### config.mk
export PLATFORM = sky130hd
export DESIGN_NAME = apa102_strand_scheduler
export DESIGN_NICKNAME = d
export VERILOG_FILES = /design/src/rtl/apa102_strand_scheduler.sv
export SDC_FILE = /design/constraint.sdc
export NUM_CORES = 1
export LEC_CHECK = 0
export BUFFER_PORTS_ARGS = -buffer_cell sky130_fd_sc_hd__buf_2
export CAP_MARGIN = 20
export CORE_MARGIN = 2
export CORE_UTILIZATION = 45
export DETAILED_ROUTE_END_ITERATION = 8
export PLACE_DENSITY = 0.67
export SLEW_MARGIN = 20
export SYNTH_ARGS = -nofsm -noshare
export SYNTH_HDL_FRONTEND = slang
export SYNTH_SLANG_ARGS = --single-unit
### constraint.sdc
create_clock -name clk -period 3.1 [get_ports clk]
set_clock_uncertainty 0.15 [all_clocks]
set_input_delay 0.465 -clock clk [delete_from_list [all_inputs] [get_ports clk]]
set_output_delay 0.465 -clock clk [all_outputs]
set_load 0.02 [all_outputs]
### src/rtl/apa102_strand_scheduler.sv
// Round-robin scheduler that time-shares one APA102 frame serializer among several LED strands.
// Each granted strand receives a start frame, its LED words fetched on demand, and an end frame.
module apa102_strand_scheduler #(
    parameter int NSTRANDS = 3,
    parameter int MAXLEDS  = 14,
    parameter int LENW     = 5,
    parameter int SCK_DIV  = 64
) (
    input  logic                     clk,
    input  logic                     reset_n,
    input  logic [NSTRANDS-1:0]      req,
    input  logic [NSTRANDS*LENW-1:0] len,
    input  logic [31:0]              led_data,
    output logic [NSTRANDS-1:0]      led_sel,
    output logic [LENW-1:0]          led_idx,
    output logic [NSTRANDS-1:0]      grant,
    output logic                     busy,
    output logic [NSTRANDS-1:0]      done,
    output logic [NSTRANDS-1:0]      sck_o,
    output logic [NSTRANDS-1:0]      mosi_o
);

    localparam int HALF = SCK_DIV / 2;
    localparam int DIVW = $clog2(SCK_DIV);
    localparam int PTRW = (NSTRANDS > 1) ? $clog2(NSTRANDS) : 1;

    typedef enum logic [1:0] {
        S_IDLE,
        S_START,
        S_LED,
        S_END
    } state_t;

    state_t              state_q, state_d;
    logic [PTRW-1:0]     ptr_q, ptr_d;
    logic [NSTRANDS-1:0] grant_q, grant_d;
    logic                busy_q, busy_d;
    logic [NSTRANDS-1:0] done_q, done_d;
    logic [NSTRANDS-1:0] sck_q, sck_d;
    logic [NSTRANDS-1:0] mosi_q, mosi_d;
    logic [LENW-1:0]     led_idx_q, led_idx_d;
    logic [LENW-1:0]     len_q, len_d;
    logic [LENW-1:0]     word_q, word_d;
    logic [4:0]          bit_q, bit_d;
    logic [DIVW-1:0]     div_q, div_d;
    logic [31:0]         shreg_q, shreg_d;
    logic                fetch_q, fetch_d;

    logic                found;
    logic [PTRW-1:0]     pick;
    logic [LENW-1:0]     pick_len;
    logic [LENW-1:0]     clamp_len;
    int                  idx;

    // Rotating-priority search: first requester at or after the pointer, wrapping around.
    always_comb begin
        found = 1'b0;
        pick  = '0;
        idx   = 0;
        for (int k = 0; k < NSTRANDS; k++) begin
            idx = (int'(ptr_q) + k) % NSTRANDS;
            if (!found && req[idx]) begin
                found = 1'b1;
                pick  = PTRW'(idx);
            end
        end
        pick_len  = len[pick*LENW +: LENW];
        clamp_len = (pick_len > LENW'(MAXLEDS)) ? LENW'(MAXLEDS) : pick_len;
    end

    always_comb begin
        state_d   = state_q;
        ptr_d     = ptr_q;
        grant_d   = grant_q;
        busy_d    = busy_q;
        done_d    = '0;
        led_idx_d = led_idx_q;
        len_d     = len_q;
        word_d    = word_q;
        bit_d     = bit_q;
        div_d     = div_q;
        shreg_d   = shreg_q;
        fetch_d   = 1'b0;

        case (state_q)
            S_IDLE: begin
                grant_d   = '0;
                busy_d    = 1'b0;
                led_idx_d = '0;
                if (found) begin
                    state_d = S_START;
                    grant_d = NSTRANDS'(1) << pick;
                    busy_d  = 1'b1;
                    len_d   = clamp_len;
                    ptr_d   = (int'(pick) == NSTRANDS - 1) ? '0 : pick + 1'b1;
                    div_d   = '0;
                    bit_d   = '0;
                    word_d  = '0;
                    shreg_d = '0;
                end
            end
            default: begin
                // The index advances one cycle after its word was captured, so the source
                // has a whole word time to present the next one.
                if (fetch_q && led_idx_q != len_q - 1'b1) begin
                    led_idx_d = led_idx_q + 1'b1;
                end
                if (int'(div_q) != SCK_DIV - 1) begin
                    div_d = div_q + 1'b1;
                end else begin
                    div_d = '0;
                    if (bit_q != 5'd31) begin
                        bit_d   = bit_q + 1'b1;
                        shreg_d = {shreg_q[30:0], 1'b0};
                    end else begin
                        bit_d = '0;
                        case (state_q)
                            S_START: begin
                                if (len_q == '0) begin
                                    state_d = S_END;
                                    shreg_d = '1;
                                end else begin
                                    state_d = S_LED;
                                    word_d  = '0;
                                    shreg_d = led_data;
                                    fetch_d = 1'b1;
                                end
                            end
                            S_LED: begin
                                if (word_q == len_q - 1'b1) begin
                                    state_d = S_END;
                                    shreg_d = '1;
                                end else begin
                                    word_d  = word_q + 1'b1;
                                    shreg_d = led_data;
                                    fetch_d = 1'b1;
                                end
                            end
                            default: begin
                                state_d   = S_IDLE;
                                grant_d   = '0;
                                busy_d    = 1'b0;
                                done_d    = grant_q;
                                led_idx_d = '0;
                            end
                        endcase
                    end
                end
            end
        endcase

        // Pins follow the next-state values so they are registered alongside the FSM.
        sck_d  = (state_d != S_IDLE && int'(div_d) >= HALF) ? grant_d : '0;
        mosi_d = (state_d != S_IDLE && shreg_d[31]) ? grant_d : '0;
    end

    always_ff @(posedge clk or negedge reset_n) begin
        if (!reset_n) begin
            state_q   <= S_IDLE;
            ptr_q     <= '0;
            grant_q   <= '0;
            busy_q    <= 1'b0;
            done_q    <= '0;
            sck_q     <= '0;
            mosi_q    <= '0;
            led_idx_q <= '0;
            len_q     <= '0;
            word_q    <= '0;
            bit_q     <= '0;
            div_q     <= '0;
            shreg_q   <= '0;
            fetch_q   <= 1'b0;
        end else begin
            state_q   <= state_d;
            ptr_q     <= ptr_d;
            grant_q   <= grant_d;
            busy_q    <= busy_d;
            done_q    <= done_d;
            sck_q     <= sck_d;
            mosi_q    <= mosi_d;
            led_idx_q <= led_idx_d;
            len_q     <= len_d;
            word_q    <= word_d;
            bit_q     <= bit_d;
            div_q     <= div_d;
            shreg_q   <= shreg_d;
            fetch_q   <= fetch_d;
        end
    end

    assign led_sel = grant_q;
    assign grant   = grant_q;
    assign busy    = busy_q;
    assign done    = done_q;
    assign sck_o   = sck_q;
    assign mosi_o  = mosi_q;
    assign led_idx = led_idx_q;

endmodule

==> results.md <==
* Status: finished clean
* Post-synth top flop: dfrtp_1
* Max cap viols at 0
* Crit path kind: flip-flop to flip-flop
* Die Y-Extent at about 99 um
* TNS Setup at 0 ns
* DRT antenna net count at 0
* GR Util All Layers at 0.185
* Gpl congestion at 0.797
* Clock Latency Late Sink at about 0.36 ns
* Post-CTS sizing at 0
* Adder-cell area share of the yosys netlist at 0.0397
* Worst Path Buf+Inv at 1
* Number of diodes at 0
* Max H-tree Level at 3
* Net count, final at 526
* Achievable Freq at 372 MHz
* First-pass GRT wire length at 14500 um
* Setup violators final at 0
* Simple-gate share of the synthesized area at 0.173
* Routed len/inst at 15.3 um
* Arr. time, crit path at between 2 and 3 ns
* Boundary pin count at 73
* DP Cell Count at ~560
* TritonCTS clock tree: done
* Compound-gate portion of the synthesized area at 0.209
* Die Wd at 98.7 um
* Leak Pwr at 2.33 nW
* Synthesized cell area at around 4000 um^2
* Final core utilization at 0.541
* Initial core utilization at 0.462
* # DRC at 0
* XOR/XNOR Fraction of Synth Area at 0.0462
* Drt pass-1 iters at 8
* Fin Hold WS at 0.0905 ns
* CP cell instances: inv_1 -> ha_1 -> o32a_2 -> nor2_2 -> a211oi_2 -> nand2_2 -> a311o_1 -> o32ai_2
* CTS root buf: clkbuf_8
* GRT overflow at 0
* Synth async-reset ratio at 1.00
* Syn Area/Cell at 10.3 um^2
* Crit-path max cell delay at approximately 0.52 ns
* Synthesis-to-finish area growth at 16.9%
* Worst slew pin tran at roughly 0.95 ns
* CTS sink cnt at 76
* Vias/cell at 5.72
* Main combinational cell family by area after synthesis: compound AO/OA/AOI/OAI gates
* Rows at 34
* Commonest non-fill, non-tap cells in the layout: dfrtp_1 (76), buf_2 (71), nand2b_1 (33)
* Share of layout cells above drive strength 1 at 0.242
* Final hold viol count at 0
* Class of the tightest hold or removal check: input port to async pin
* Initial DRC Count at 284
* Tmin final at 2.69 ns
* Core ar. at 8720 um^2
* Initial antenna violation count at 0
* Seq/Total Area, Yosys at 0.472
* Seq cells post-synth at 76
* # hold bufs at CTS at 0
* Post-CTS Setup Bufs at 0
* Fin. max-slew vios at 0
* CTS clock-pin slew for the worst setup and hold paths at 0.08 ns
* Vias in the first global route at just over 3000
* Critical path's top delay family: compound AO/OA/AOI/OAI gates
* Clock Path Buffers at 2
* Critical path peak fanout at 8
* Number of synthesized flops with an enable pin at 0
* Mux cell area share after synthesis at 0.0180
* Total power at approximately 3.2 mW
* YS warnings at 0
* Synth cell types at 56
* Input/output buffers at 72
* Peak supply drop at 0.000250 V
* Slew headroom at 0.363
* CP required at roughly 3.2 ns
* CP startpoint kind: flip-flop
* Post-Syn Instances at 390
* Final worst-path cycle share at 0.867
* Crit-path slowest cell: a211oi_2
* Clock buffer count from CTS at 9
* RSZ-0062 raised after global routing: no
* Syn Nets at approximately 450
* Via Count at 3291
* Most common cell after layout, fill and taps aside: dfrtp_1
* Pwr dens at 676 nW/um^2
* Crit end category: flip-flop
* Fin cells at roughly 580
* Largest net degree at the start of global routing at 77
* Total Wirelength at a little under 9000 um
* Die area at about 9700 um^2
* HPWL Detailed at ~6200 um
[final timing paths]
kind                                    from  cells past startpoint          end  slack, ns
max in group asynchronous            reset_n                      1  shreg_q[30]       2.08
worst min register to register      bit_q[3]                      1     bit_q[3]       0.33
worst max register to register      ptr_q[0]                      8     len_q[0]       0.41
worst max-delay path                ptr_q[0]                      8     len_q[0]       0.41
min in group clk                led_data[28]                      3  shreg_q[28]       0.19
worst min-delay path                 reset_n                      1   led_idx[2]       0.09
[layer usage]
layer  track usage  vias up  part of all wire
met4        0.0769        0             0.013
met1         0.249     1620              0.46
met3        0.0355       10             0.034
met2         0.295       66              0.50
li1              -     1595                 -
met5             0        -                 0
[stage by stage]
| step | setup slack [ns] | cell area, um^2 |
|---|---|---|
| finish | 0.412 | 4720 |
| global route | 0.257 | 4720 |
| CTS | 0.434 | 4720 |
| detailed placement | 0.454 | 4510 |
| global placement | 0.490 | 4510 |
| floorplan | 0.728 | 4030 |
[Yosys cell counts (4+ instances only)]
cell type,instances,area share
clkbuf_1,10,0.0093
nand2b_1,33,0.051
xnor2_1,7,0.015
nand4_1,4,0.0062
a21oi_1,7,0.0087
dfrtp_1,76,0.47
or3_1,4,0.0062
xor2_1,4,0.0087
o21ai_0,22,0.027
buf_2,6,0.0074
nor3_1,7,0.0087
and2_1,4,0.0062
o31ai_1,4,0.0074
nand2_1,25,0.023
nor2_1,30,0.028
a222oi_1,30,0.074
ha_1,12,0.037
inv_1,21,0.020
o22ai_1,5,0.0078
mux2i_1,5,0.012
nor2b_1,4,0.0062
nand3_1,12,0.015
xnor3_1,4,0.022
a31oi_1,6,0.0093
[worst register-to-register path: cells and delay by family (launching register included)]
family                     cells  cell delay [ns]
and+or+nand+nor                2             0.24
DFF                            1             0.36
buffers and inverters          1             0.06
adders and majority gates      1             0.46
AOI/OAI and AO/OA              4             1.34
[sequential cells by signal, indices dropped and copies added (netlist names), 5 cells and up]
name and cells:
shreg_q 32, div_q 6, bit_q 5, led_idx 5, len_q 5, word_q 5
[power breakdown]
part	total, mW	leakage [nW]	internal [mW]	switching [mW]
clock	0.782	0.103	0.384	0.398
sequential	1.24	1.03	1.11	0.127
combinational	1.17	1.20	0.467	0.702
total	3.19	2.33	1.96	1.23
[logic make-up (layout without fill, tap and decap cells)]
logic type,Yosys count,count (layout)
adders and majority gates,13,13
buffers and inverters,41,118
and+or+nand+nor,135,135
muxes,7,7
DFF,76,76
AOI/OAI and AO/OA,103,103
xor gates and xnor gates,15,15
[layout make-up]
class,count,area (um^2)
Fill cell,769,4010
Multi-Input combinational cell,273,1970
Sequential cell,76,1900
Timing Repair Buffer,81,430
Tap cell,108,135
Clock buffer,9,124
Clock inverter,7,80.1
Inverter,21,78.8
Note: power is estimated with default switching activity, not from simulation.
